--- src/rtl/gpio_trig_pkg.sv ---
// Shared types and defaults for the GPIO trigger pulse generator.
// State encoding, default widths and the synchronizer depth floor.
package gpio_trig_pkg;

  localparam int unsigned CNT_W_DEF = 32;
  localparam int unsigned IDX_W_DEF = 16;
  localparam int unsigned SYNC_MIN  = 2;

  typedef enum logic [1:0] {
    ST_IDLE,
    ST_DELAY,
    ST_HIGH,
    ST_LOW
  } state_t;

endpackage

--- src/rtl/sync_edge_detect.sv ---
// Multi-flop synchronizer followed by a rising-edge detector.
// o_rise is a one-cycle strobe aligned to the last sync stage.
module sync_edge_detect #(
  parameter int unsigned STAGES = 2
) (
  input  logic i_clk,
  input  logic i_rst_n,
  input  logic i_d,
  output logic o_rise
);

  logic [STAGES-1:0] r_sync;
  logic              r_prev;

  always_ff @(posedge i_clk or negedge i_rst_n) begin
    if (!i_rst_n) begin
      r_sync <= '0;
      r_prev <= 1'b0;
    end else begin
      r_sync <= {r_sync[STAGES-2:0], i_d};
      r_prev <= r_sync[STAGES-1];
    end
  end

  assign o_rise = r_sync[STAGES-1] & ~r_prev;

endmodule

--- src/rtl/gpio_trigger_pulse_gen.sv ---
// Delayed, programmable pulse-train generator driving a GPIO pin.
// Config is shadowed at the start edge so a running train is stable.
module gpio_trigger_pulse_gen
  import gpio_trig_pkg::*;
#(
  parameter int unsigned CNT_WIDTH   = CNT_W_DEF,
  parameter int unsigned IDX_WIDTH   = IDX_W_DEF,
  parameter int unsigned SYNC_STAGES = 2
) (
  input  logic                 aclk,
  input  logic                 aresetn,
  input  logic                 soft_trig,
  input  logic                 ext_trig,
  input  logic                 abort,
  input  logic [CNT_WIDTH-1:0] delay,
  input  logic [CNT_WIDTH-1:0] width,
  input  logic [CNT_WIDTH-1:0] period,
  input  logic [IDX_WIDTH-1:0] count,
  output logic                 pulse_out,
  output logic                 busy,
  output logic                 done,
  output logic [IDX_WIDTH-1:0] pulse_index
);

  localparam int unsigned SYNC_N =
    (SYNC_STAGES < SYNC_MIN) ? SYNC_MIN : SYNC_STAGES;
  localparam int unsigned PW = CNT_WIDTH + 1;

  state_t r_state;
  state_t w_next;

  logic                 r_soft_q;
  logic                 r_pulse;
  logic [CNT_WIDTH-1:0] r_delay;
  logic [CNT_WIDTH-1:0] r_wlim;
  logic [CNT_WIDTH-1:0] r_dcnt;
  logic [PW-1:0]        r_plim;
  logic [PW-1:0]        r_ph;
  logic [IDX_WIDTH-1:0] r_count;
  logic [IDX_WIDTH-1:0] r_idx;

  logic                 w_ext_rise;
  logic                 w_soft_rise;
  logic                 w_start;
  logic                 w_last;
  logic                 w_done;
  logic [CNT_WIDTH-1:0] w_weff;
  logic [PW-1:0]        w_wp1;
  logic [PW-1:0]        w_per;
  logic [PW-1:0]        w_peff;

  sync_edge_detect #(
    .STAGES (SYNC_N)
  ) u_ext_sync (
    .i_clk   (aclk),
    .i_rst_n (aresetn),
    .i_d     (ext_trig),
    .o_rise  (w_ext_rise)
  );

  assign w_soft_rise = soft_trig & ~r_soft_q;
  assign w_start     = (w_soft_rise | w_ext_rise) & ~abort;

  // One extra bit so width = max still yields a legal period
  assign w_weff = (width == '0) ? CNT_WIDTH'(1) : width;
  assign w_wp1  = {1'b0, w_weff} + PW'(1);
  assign w_per  = {1'b0, period};
  assign w_peff = (w_per > w_wp1) ? w_per : w_wp1;

  assign w_last = (r_count != '0) && (r_idx == r_count);

  always_comb begin
    w_next = r_state;
    w_done = 1'b0;
    unique case (r_state)
      ST_IDLE: begin
        if (w_start) w_next = ST_DELAY;
      end
      ST_DELAY: begin
        if (r_dcnt == r_delay) w_next = ST_HIGH;
      end
      ST_HIGH: begin
        if (r_ph == {1'b0, r_wlim}) w_next = ST_LOW;
      end
      ST_LOW: begin
        if (r_ph == r_plim) begin
          if (w_last) begin
            w_next = ST_IDLE;
            w_done = 1'b1;
          end else begin
            w_next = ST_HIGH;
          end
        end
      end
      default: w_next = ST_IDLE;
    endcase
    if (abort && (r_state != ST_IDLE)) begin
      w_next = ST_IDLE;
      w_done = 1'b0;
    end
  end

  always_ff @(posedge aclk or negedge aresetn) begin
    if (!aresetn) r_state <= ST_IDLE;
    else          r_state <= w_next;
  end

  always_ff @(posedge aclk or negedge aresetn) begin
    if (!aresetn) begin
      r_soft_q <= 1'b0;
      r_pulse  <= 1'b0;
      r_delay  <= '0;
      r_wlim   <= '0;
      r_plim   <= '0;
      r_count  <= '0;
      r_dcnt   <= '0;
      r_ph     <= '0;
      r_idx    <= '0;
    end else begin
      r_soft_q <= soft_trig;
      r_pulse  <= (w_next == ST_HIGH);
      if ((r_state == ST_IDLE) && w_start) begin
        r_delay <= delay;
        r_wlim  <= w_weff - CNT_WIDTH'(1);
        r_plim  <= w_peff - PW'(1);
        r_count <= count;
        r_dcnt  <= '0;
        r_idx   <= '0;
      end
      if (r_state == ST_DELAY) r_dcnt <= r_dcnt + CNT_WIDTH'(1);
      if ((w_next == ST_HIGH) && (r_state != ST_HIGH)) begin
        r_ph  <= '0;
        r_idx <= r_idx + IDX_WIDTH'(1);
      end else if ((r_state == ST_HIGH) || (r_state == ST_LOW)) begin
        r_ph <= r_ph + PW'(1);
      end
    end
  end

  assign pulse_out   = r_pulse;
  assign busy        = (r_state != ST_IDLE);
  assign done        = w_done;
  assign pulse_index = r_idx;

endmodule

--- config.mk ---
export PLATFORM = sky130hd
export DESIGN_NAME = gpio_trigger_pulse_gen
export DESIGN_NICKNAME = d
export VERILOG_FILES = /design/src/rtl/gpio_trig_pkg.sv /design/src/rtl/sync_edge_detect.sv /design/src/rtl/gpio_trigger_pulse_gen.sv
export SDC_FILE = /design/constraint.sdc
export NUM_CORES = 1
export LEC_CHECK = 0
export BUFFER_PORTS_ARGS = -buffer_cell sky130_fd_sc_hd__buf_2
export CORE_MARGIN = 2
export CORE_UTILIZATION = 45
export DETAILED_ROUTE_END_ITERATION = 12
export PLACE_DENSITY = 0.74
export SETUP_SLACK_MARGIN = 0.15
export SLEW_MARGIN = 40
export SYNTH_ARGS = -nofsm -noshare
export SYNTH_HDL_FRONTEND = slang
export SYNTH_HIERARCHICAL = 1
export SYNTH_SLANG_ARGS = --single-unit
--- constraint.sdc ---
create_clock -name aclk -period 4.4 [get_ports aclk]
set_input_delay 0.22 -clock aclk [delete_from_list [all_inputs] [get_ports aclk]]
set_output_delay 0.22 -clock aclk [all_outputs]
set_load 0.05 [all_outputs]
==> flow_metrics.tcl, run 1 <==
set metrics [dict create \
    final.setup_skew_ns 0.01510 \
    cp-end-kind "flip-flop" \
    routedWlPerCell_microns 18.56 \
    drt_iter0_drc 1340 \
    final_max_slew_viol_count 0 \
    criticalPathCategory "input pin to flip-flop" \
    ys_seq_area_share_pct 36.41 \
    p_switching_mw 1.770 \
    die_y_microns 179.2 \
    critPathMaxFanout 6 \
    grt_pass1_wl_microns 68480 \
    ys_warn_count 6 \
    layout-area-overhead-vs-synth_pct 31.81 \
    tns_ns -24.16 \
    clk-insertion-delay-late_ns 0.51 \
    n_antenna_cell 0 \
    intPower_mw 4.035 \
    setup_viol 31 \
    ios 136 \
    violations "setup timing" \
    min_path_type "input pin to flip-flop" \
    drive_above_1_share_pct 26.03 \
    startpoint_type "input pin" \
    critical_path_required_ns 4.79 \
    fin_crit_ns 5.866 \
    syn-num-nets 1797 \
    hold_viol_final 0 \
    avgSynthCellArea_sq_um 8.413 \
    cts_htree_levels 1 \
    slowest_delay_ns 0.57 \
    ys.flop_type "dfrtp_1" \
    num-nets-final 2135 \
    yosys.area.top_type "dfrtp_1" \
    numPortBuffers 135 \
    timing.hold.ws_ns 0.1024 \
    cts_root_buf "clkbuf_16" \
    synth_top_area_share_pct 36.41 \
    place_congestion 1.015 \
    clockBufferDepth 3 \
    async_flop_share_pct 100.0 \
    start_util_pct 45.40 \
    cap_viol_max_count 0 \
    multi_input_area_sq_um 8710 \
    grt_pass1_vias 13316 \
    regArea_sq_um 5030 \
    cts_buffers 21 \
    rows 64 \
    p_leak_nw 8.206 \
    core_sq_um 30430 \
    drt_pass1_iterations 7 \
    comb_power_share_pct 25.1 \
    synth_cell_type_count 84 \
    overflow 0 \
    vdd_drop_max_mv 0.2563 \
    ant_nets 0 \
    finalWirelength_microns 44360 \
    rsz0062_at_grt "true" \
    period_share_pct 133.3 \
    max_freq_mhz 170.5 \
    switching_share_pct 30.50 \
    worst_slew_pin_slew_ns 0.8216 \
    cp_slowest_cell "or4_4" \
    status "finished with violations" \
    dp_hpwl_microns 31900 \
    antenna_found_initial 0 \
    seqPwrFrac_pct 40.8 \
    slew_headroom_pct 44.51 \
    dr_total_vias 13817 \
    fp.dieArea_sq_um 32120 \
    grt_usage_pct 26.78 \
    syn-instance-count 1642 \
    fin_util_pct 59.84 \
    syn_area_sq_um 13810 \
    die_width_microns 179.2 \
    via_per_inst 5.781 \
    drc_errors 0 \
    p_per_area_nw_per_um2 318.8 \
    cts_tree "done" \
    worstPathArrival_ns 6.25 \
    synthTopCellsByArea "dfrtp_1 36%, nand2_1 8.8%, xnor2_1 7.9%" \
    worst_slack_ns -1.466 \
    synth-seq-cells 201 \
    grt_max_degree 92 \
    n_fill_cell 2516 \
    clk_pin_slew_worst_paths_ns 0.06 \
    pwr-share-clk_pct 34.1 \
    synth_edf_count 0 \
    cts.sinks 201 \
]
[repair_timing]
action	4_1_cts	5_1_grt
endpoints found under the hold margin	138	0
hold buffers	51	0
endpoints found under the setup margin	32	33
gates cloned	1	0
buffers inserted	21	21
resized for setup	85	46
pin swaps	26	29
[area by class of cell]
class                   count  area share [%]
inverters                  35          0.7215
multi-input cells        1310           47.83
well taps                 396           2.721
clock inverters            12           1.058
clock buffers              25           3.188
flip-flops and latches    201           27.62
repair buffers            411           16.86
[critical path: cells and delay by family]
family,cells,cell delay [ns]
multiplexers,1,0.11
adder cells (fa/ha/maj),3,0.53
AO/OA/AOI/OAI,8,1.72
AND/OR/NAND/NOR,12,3.10
buffers and inverters,5,0.57
[layer usage]
metal | track usage [%] | wire length [microns] | vias to the layer above
met2 | 45.63 | 21440 | 565
met4 | 9.745 | 1667 | 0
met3 | 2.332 | 2705 | 116
met1 | 35.51 | 18540 | 6668
met5 | 0 | 0 | -
li1 | - | - | 6468
[through the flow]
stage | setup WS, ns | area [sq um] | power, mW | cells
after global routing | -1.725 | 18210 | 6.057 | 2390
final | -1.466 | 18210 | 5.805 | 2390
after CTS | -1.429 | 17790 | 5.733 | 2368
after detailed placement | -2.190 | 15950 | 3.610 | 2258
after floorplan | -2.297 | 13940 | 3.110 | 1642
after global placement | -1.975 | 15950 | 3.559 | 2258
[cell families after synthesis]
| logic type | Yosys count | synth area share [%] |
|---|---|---|
| muxes | 28 | 2.128 |
| AOI/OAI and AO/OA | 288 | 13.06 |
| and+or+nand+nor | 759 | 27.78 |
| xor gates and xnor gates | 197 | 12.49 |
| buffers and inverters | 131 | 4.692 |
| DFF | 201 | 36.41 |
| adders and majority gates | 38 | 3.442 |
[state kept, by name, summed over array words and instances (netlist names)]
| signal | flops |
|---|---|
| pulse_out | 1 |
| u_ext_sync/r_sync | 2 |
| r_state | 2 |
| r_soft_q | 1 |
| r_dcnt | 32 |
| u_ext_sync/r_prev | 1 |
| r_count | 16 |
| r_wlim | 32 |
| pulse_index | 16 |
| r_delay | 32 |
| r_plim | 33 |
| r_ph | 33 |
[synth_stat cells (22+ instances only)]
| cell type | n |
|---|---|
| a21oi_1 | 69 |
| nor2_1 | 86 |
| nand4_1 | 53 |
| inv_1 | 35 |
| or3_1 | 43 |
| nor4_1 | 32 |
| dfrtp_1 | 201 |
| nor3_1 | 41 |
| o21ai_0 | 113 |
| nand2_1 | 324 |
| clkbuf_1 | 61 |
| and3_1 | 22 |
| xnor2_1 | 124 |
| xor2_1 | 73 |
| nand3_1 | 64 |
| ha_1 | 38 |
[cell usage in the layout, fill, tap and decap left out, types with 10 or more instances in the layout]
cell	n
nor2_1	79
nand3_1	59
inv_1	33
buf_4	194
buf_6	26
or4_1	16
nand2_1	319
o211ai_1	13
mux2i_1	16
a21oi_1	62
dlygate4sd3_1	51
o21ai_0	94
nand2b_1	10
a21o_1	11
xnor2_1	114
o31ai_1	13
dfrtp_1	201
clkbuf_16	21
xnor2_2	10
nor4_1	29
xor2_1	69
o21ai_1	21
nor3_1	38
buf_2	133
nand4_1	53
or3_1	40
ha_1	35
and3_1	22
[power groups by stage]
stage / Sequential [mW] / Clock (mW) / Combinational, mW
2_1_floorplan: 2.31 / 0 / 0.795
5_1_grt: 2.39 / 2.08 / 1.59
4_1_cts: 2.36 / 2.01 / 1.36
3_3_place_gp: 2.37 / 0 / 1.18
3_5_place_dp: 2.39 / 0 / 1.22
6_report: 2.37 / 1.98 / 1.46
[path summary, 6_finish.rpt]
check,cells past startpoint,end,from,slack (ns)
setup reg to reg,10,r_ph[18]$_DFFE_PN0P_,r_ph[7]$_DFFE_PN0P_,0.78
hold / removal,2,r_state[1]$_DFF_PN0_,abort,0.10
max in group asynchronous,4,pulse_index[1]$_DFFE_PN0P_,aresetn,3.04
min in group asynchronous,2,r_delay[17]$_DFFE_PN0P_,aresetn,0.15
setup / recovery,29,r_plim[20]$_DFFE_PN0P_,width[9],-1.47
hold reg to reg,0,u_ext_sync/r_sync[1]$_DFF_PN0_,u_ext_sync/r_sync[0]$_DFF_PN0_,0.35
Power figures use the tool's default switching activity.
==> run 2: changes to the inputs <==
- GPL_TIMING_DRIVEN: default -> 0
- SETUP_SLACK_MARGIN: 0.15 -> 0.4
==> run 2 against run 1 <==
The flow still finishes with violations (setup timing). Highest routed layer unchanged. Via count decreased by 0.96%. Sequential cell count unchanged. Routed wire length increased by 2.4%. Die area unchanged. Sequential power about the same. Clock-buffer cell count increased by 3. Global-route usage increased by 0.70 points. Non-clock buffer count decreased by 82. Final cell count decreased by 3.3%. Sequential share of layout area increased by 0.80 points. Core utilization decreased by 1.7 points.
==> flow_metrics.tcl, run 2 (synthesis gave the netlist of run 1 again) <==
set metrics [dict create \
    final.setup_skew_ns 0.02246 \
    num-nets-final 2054 \
    startpoint_type "input pin" \
    overflow 0 \
    final_max_slew_viol_count 0 \
    status "finished with violations" \
    intPower_mw 3.939 \
    comb_power_share_pct 25.2 \
    rows 64 \
    worst_slew_pin_slew_ns 0.9378 \
    cts_root_buf "clkbuf_16" \
    cp_slowest_cell "or4_4" \
    total_power_mw 5.765 \
    grt_pass1_wl_microns 69500 \
    cts_tree "done" \
    antenna_found_initial 0 \
    layout_commonest_cell "nand2_1" \
    reg_top3 "r_ph (33), r_plim (33)" \
    criticalPathCategory "input pin to flip-flop" \
    grt_max_degree 77 \
    hold_viol_final 0 \
    cap_viol_max_count 0 \
    place_inst 2157 \
    dpl-instance-area_sq_um 15090 \
    core_sq_um 30430 \
    dp_hpwl_microns 32160 \
    grt_pass1_vias 13075 \
    timing.rr.start "r_ph[5]$_DFFE_PN0P_" \
    violations "setup timing" \
    fin_crit_ns 6.637 \
    finalWirelength_microns 45410 \
    drt_iter0_drc 1279 \
    cts.sinks 201 \
    fp.dieArea_sq_um 32120 \
    switching_share_pct 31.68 \
    hold_depth 3 \
    drive_above_1_share_pct 20.78 \
    n_fill_cell 2578 \
    clockBufferDepth 3 \
    start_util_pct 45.40 \
    critPathMaxFanout 6 \
    die_y_microns 179.2 \
    min_from "width[22]" \
    worstPathArrival_ns 7.03 \
    fin_area_sq_um 17700 \
    via_per_inst 5.922 \
    seqPwrFrac_pct 41.2 \
    ios 136 \
    n_antenna_cell 0 \
    clk_pin_slew_worst_paths_ns 0.06 \
    slowest_delay_ns 0.54 \
    vdd_drop_max_mv 0.2020 \
    p_leak_nw 7.728 \
    final_cell_mix "320 x nand2_1, 201 x dfrtp_1, 123 x buf_2, 109 x xnor2_1, 89 x o21ai_0" \
    grt_usage_pct 27.48 \
    p_switching_mw 1.826 \
    cts_buffers 22 \
    die_width_microns 179.2 \
    worstHoldEndpoint "r_wlim[22]$_DFFE_PN0P_" \
    setup_viol 33 \
    worst_slack_ns -2.237 \
    min_path_type "input pin to flip-flop" \
    slew_headroom_pct 37.14 \
    ant_nets 0 \
    drc_errors 0 \
    r2r_setup_slack_ns 0.71 \
    place_congestion 0.9363 \
    p_per_area_nw_per_um2 325.8 \
    numPortBuffers 117 \
    pwr-share-clk_pct 33.5 \
    r2r_cells 12 \
    clk-insertion-delay-late_ns 0.52 \
    routedWlPerCell_microns 19.65 \
    rsz0062_at_grt "true" \
    layout-area-overhead-vs-synth_pct 28.10 \
    cts_htree_levels 1 \
    max_freq_mhz 150.7 \
    period_share_pct 150.9 \
    final_cells 2311 \
    critical_path_required_ns 4.79 \
    timing.rr.end "r_ph[25]$_DFFE_PN0P_" \
    drt_pass1_iterations 7 \
    fin_util_pct 58.16 \
    cp-end-kind "flip-flop" \
    dr_total_vias 13685 \
]
[run 2: changes by cell type in the layout (fill, tap and decap cells not counted), moves of 5 or more]
cell,before,now
xnor2_1,114,109
xnor2_2,10,15
o21ai_0,94,89
clkbuf_2,0,9
clkbuf_1,0,52
buf_2,133,123
buf_6,26,32
clkbuf_8,5,12
clkbuf_16,21,26
buf_4,194,35
buf_1,0,5
[run 2: critical path, delay by kind of cell]
family / cells / cell delay, ns
multiplexers: 1 / 0.11
adder cells (fa/ha/maj): 3 / 0.56
buffers and inverters: 7 / 0.89
AO/OA/AOI/OAI: 8 / 1.89
AND/OR/NAND/NOR: 12 / 3.37
[run 2: worst max-delay path by stage]
stage	end	cells past startpoint	startpoint	slack, ns
final	r_plim[20]$_DFFE_PN0P_	31	width[21]	-2.24
after detailed placement	r_plim[20]$_DFFE_PN0P_	32	width[23]	-3.79
after floorplan	r_plim[20]$_DFFE_PN0P_	31	width[21]	-2.30
after CTS	r_plim[20]$_DFFE_PN0P_	31	width[21]	-2.30
after global routing	r_plim[20]$_DFFE_PN0P_	31	width[21]	-2.40
after global placement	r_plim[20]$_DFFE_PN0P_	32	width[23]	-3.73
[run 2: final cells by class]
class	count	area, sq um	area share [%]
Sequential cell	201	5030	28.42
Tap cell	396	495.5	2.800
Clock inverter	12	146.4	0.8272
Inverter	35	131.4	0.7424
Clock buffer	28	613.1	3.464
Buffer	96	649.4	3.669
Timing Repair Buffer	233	1775	10.03
Multi-Input combinational cell	1310	8856	50.04
[run 2: layer usage]
layer	GRT usage, %	share of wire, %	vias up
li1	-	-	6324
met1	34.38	40	6561
met2	47.18	48	648
met3	3.223	6.2	152
met4	13.10	5.0	0
met5	0	0	-
[run 2: power groups by stage]
stage          clock (mW)  sequential, mW  combinational [mW]
6_report             1.93            2.38                1.45
5_1_grt              2.04            2.40                1.57
4_1_cts              1.95            2.37                1.37
3_5_place_dp            0            2.40                1.17
3_3_place_gp            0            2.39                1.13
2_1_floorplan           0            2.31               0.795
[run 2: what timing repair did]
item | 4_1_cts | 5_1_grt
resized for setup | 123 | 56
setup endpoints to repair | 43 | 62
gates cloned | 2 | 0
buffers inserted | 49 | 12
pin swaps | 35 | 31
endpoints found under the hold margin | 103 | 0
hold buffers | 51 | 0
[run 2: stage by stage]
step                      hold slack [ns]  TNS, ns  setup WS (ns)
final                             0.02969   -60.59         -2.237
after global routing              0.04264   -65.50         -2.403
after CTS                         0.03324   -56.81         -2.304
after detailed placement           0.1821   -86.42         -3.786
after global placement             0.3306  -140.22         -3.733
after floorplan                  -0.07559   -38.70         -2.297
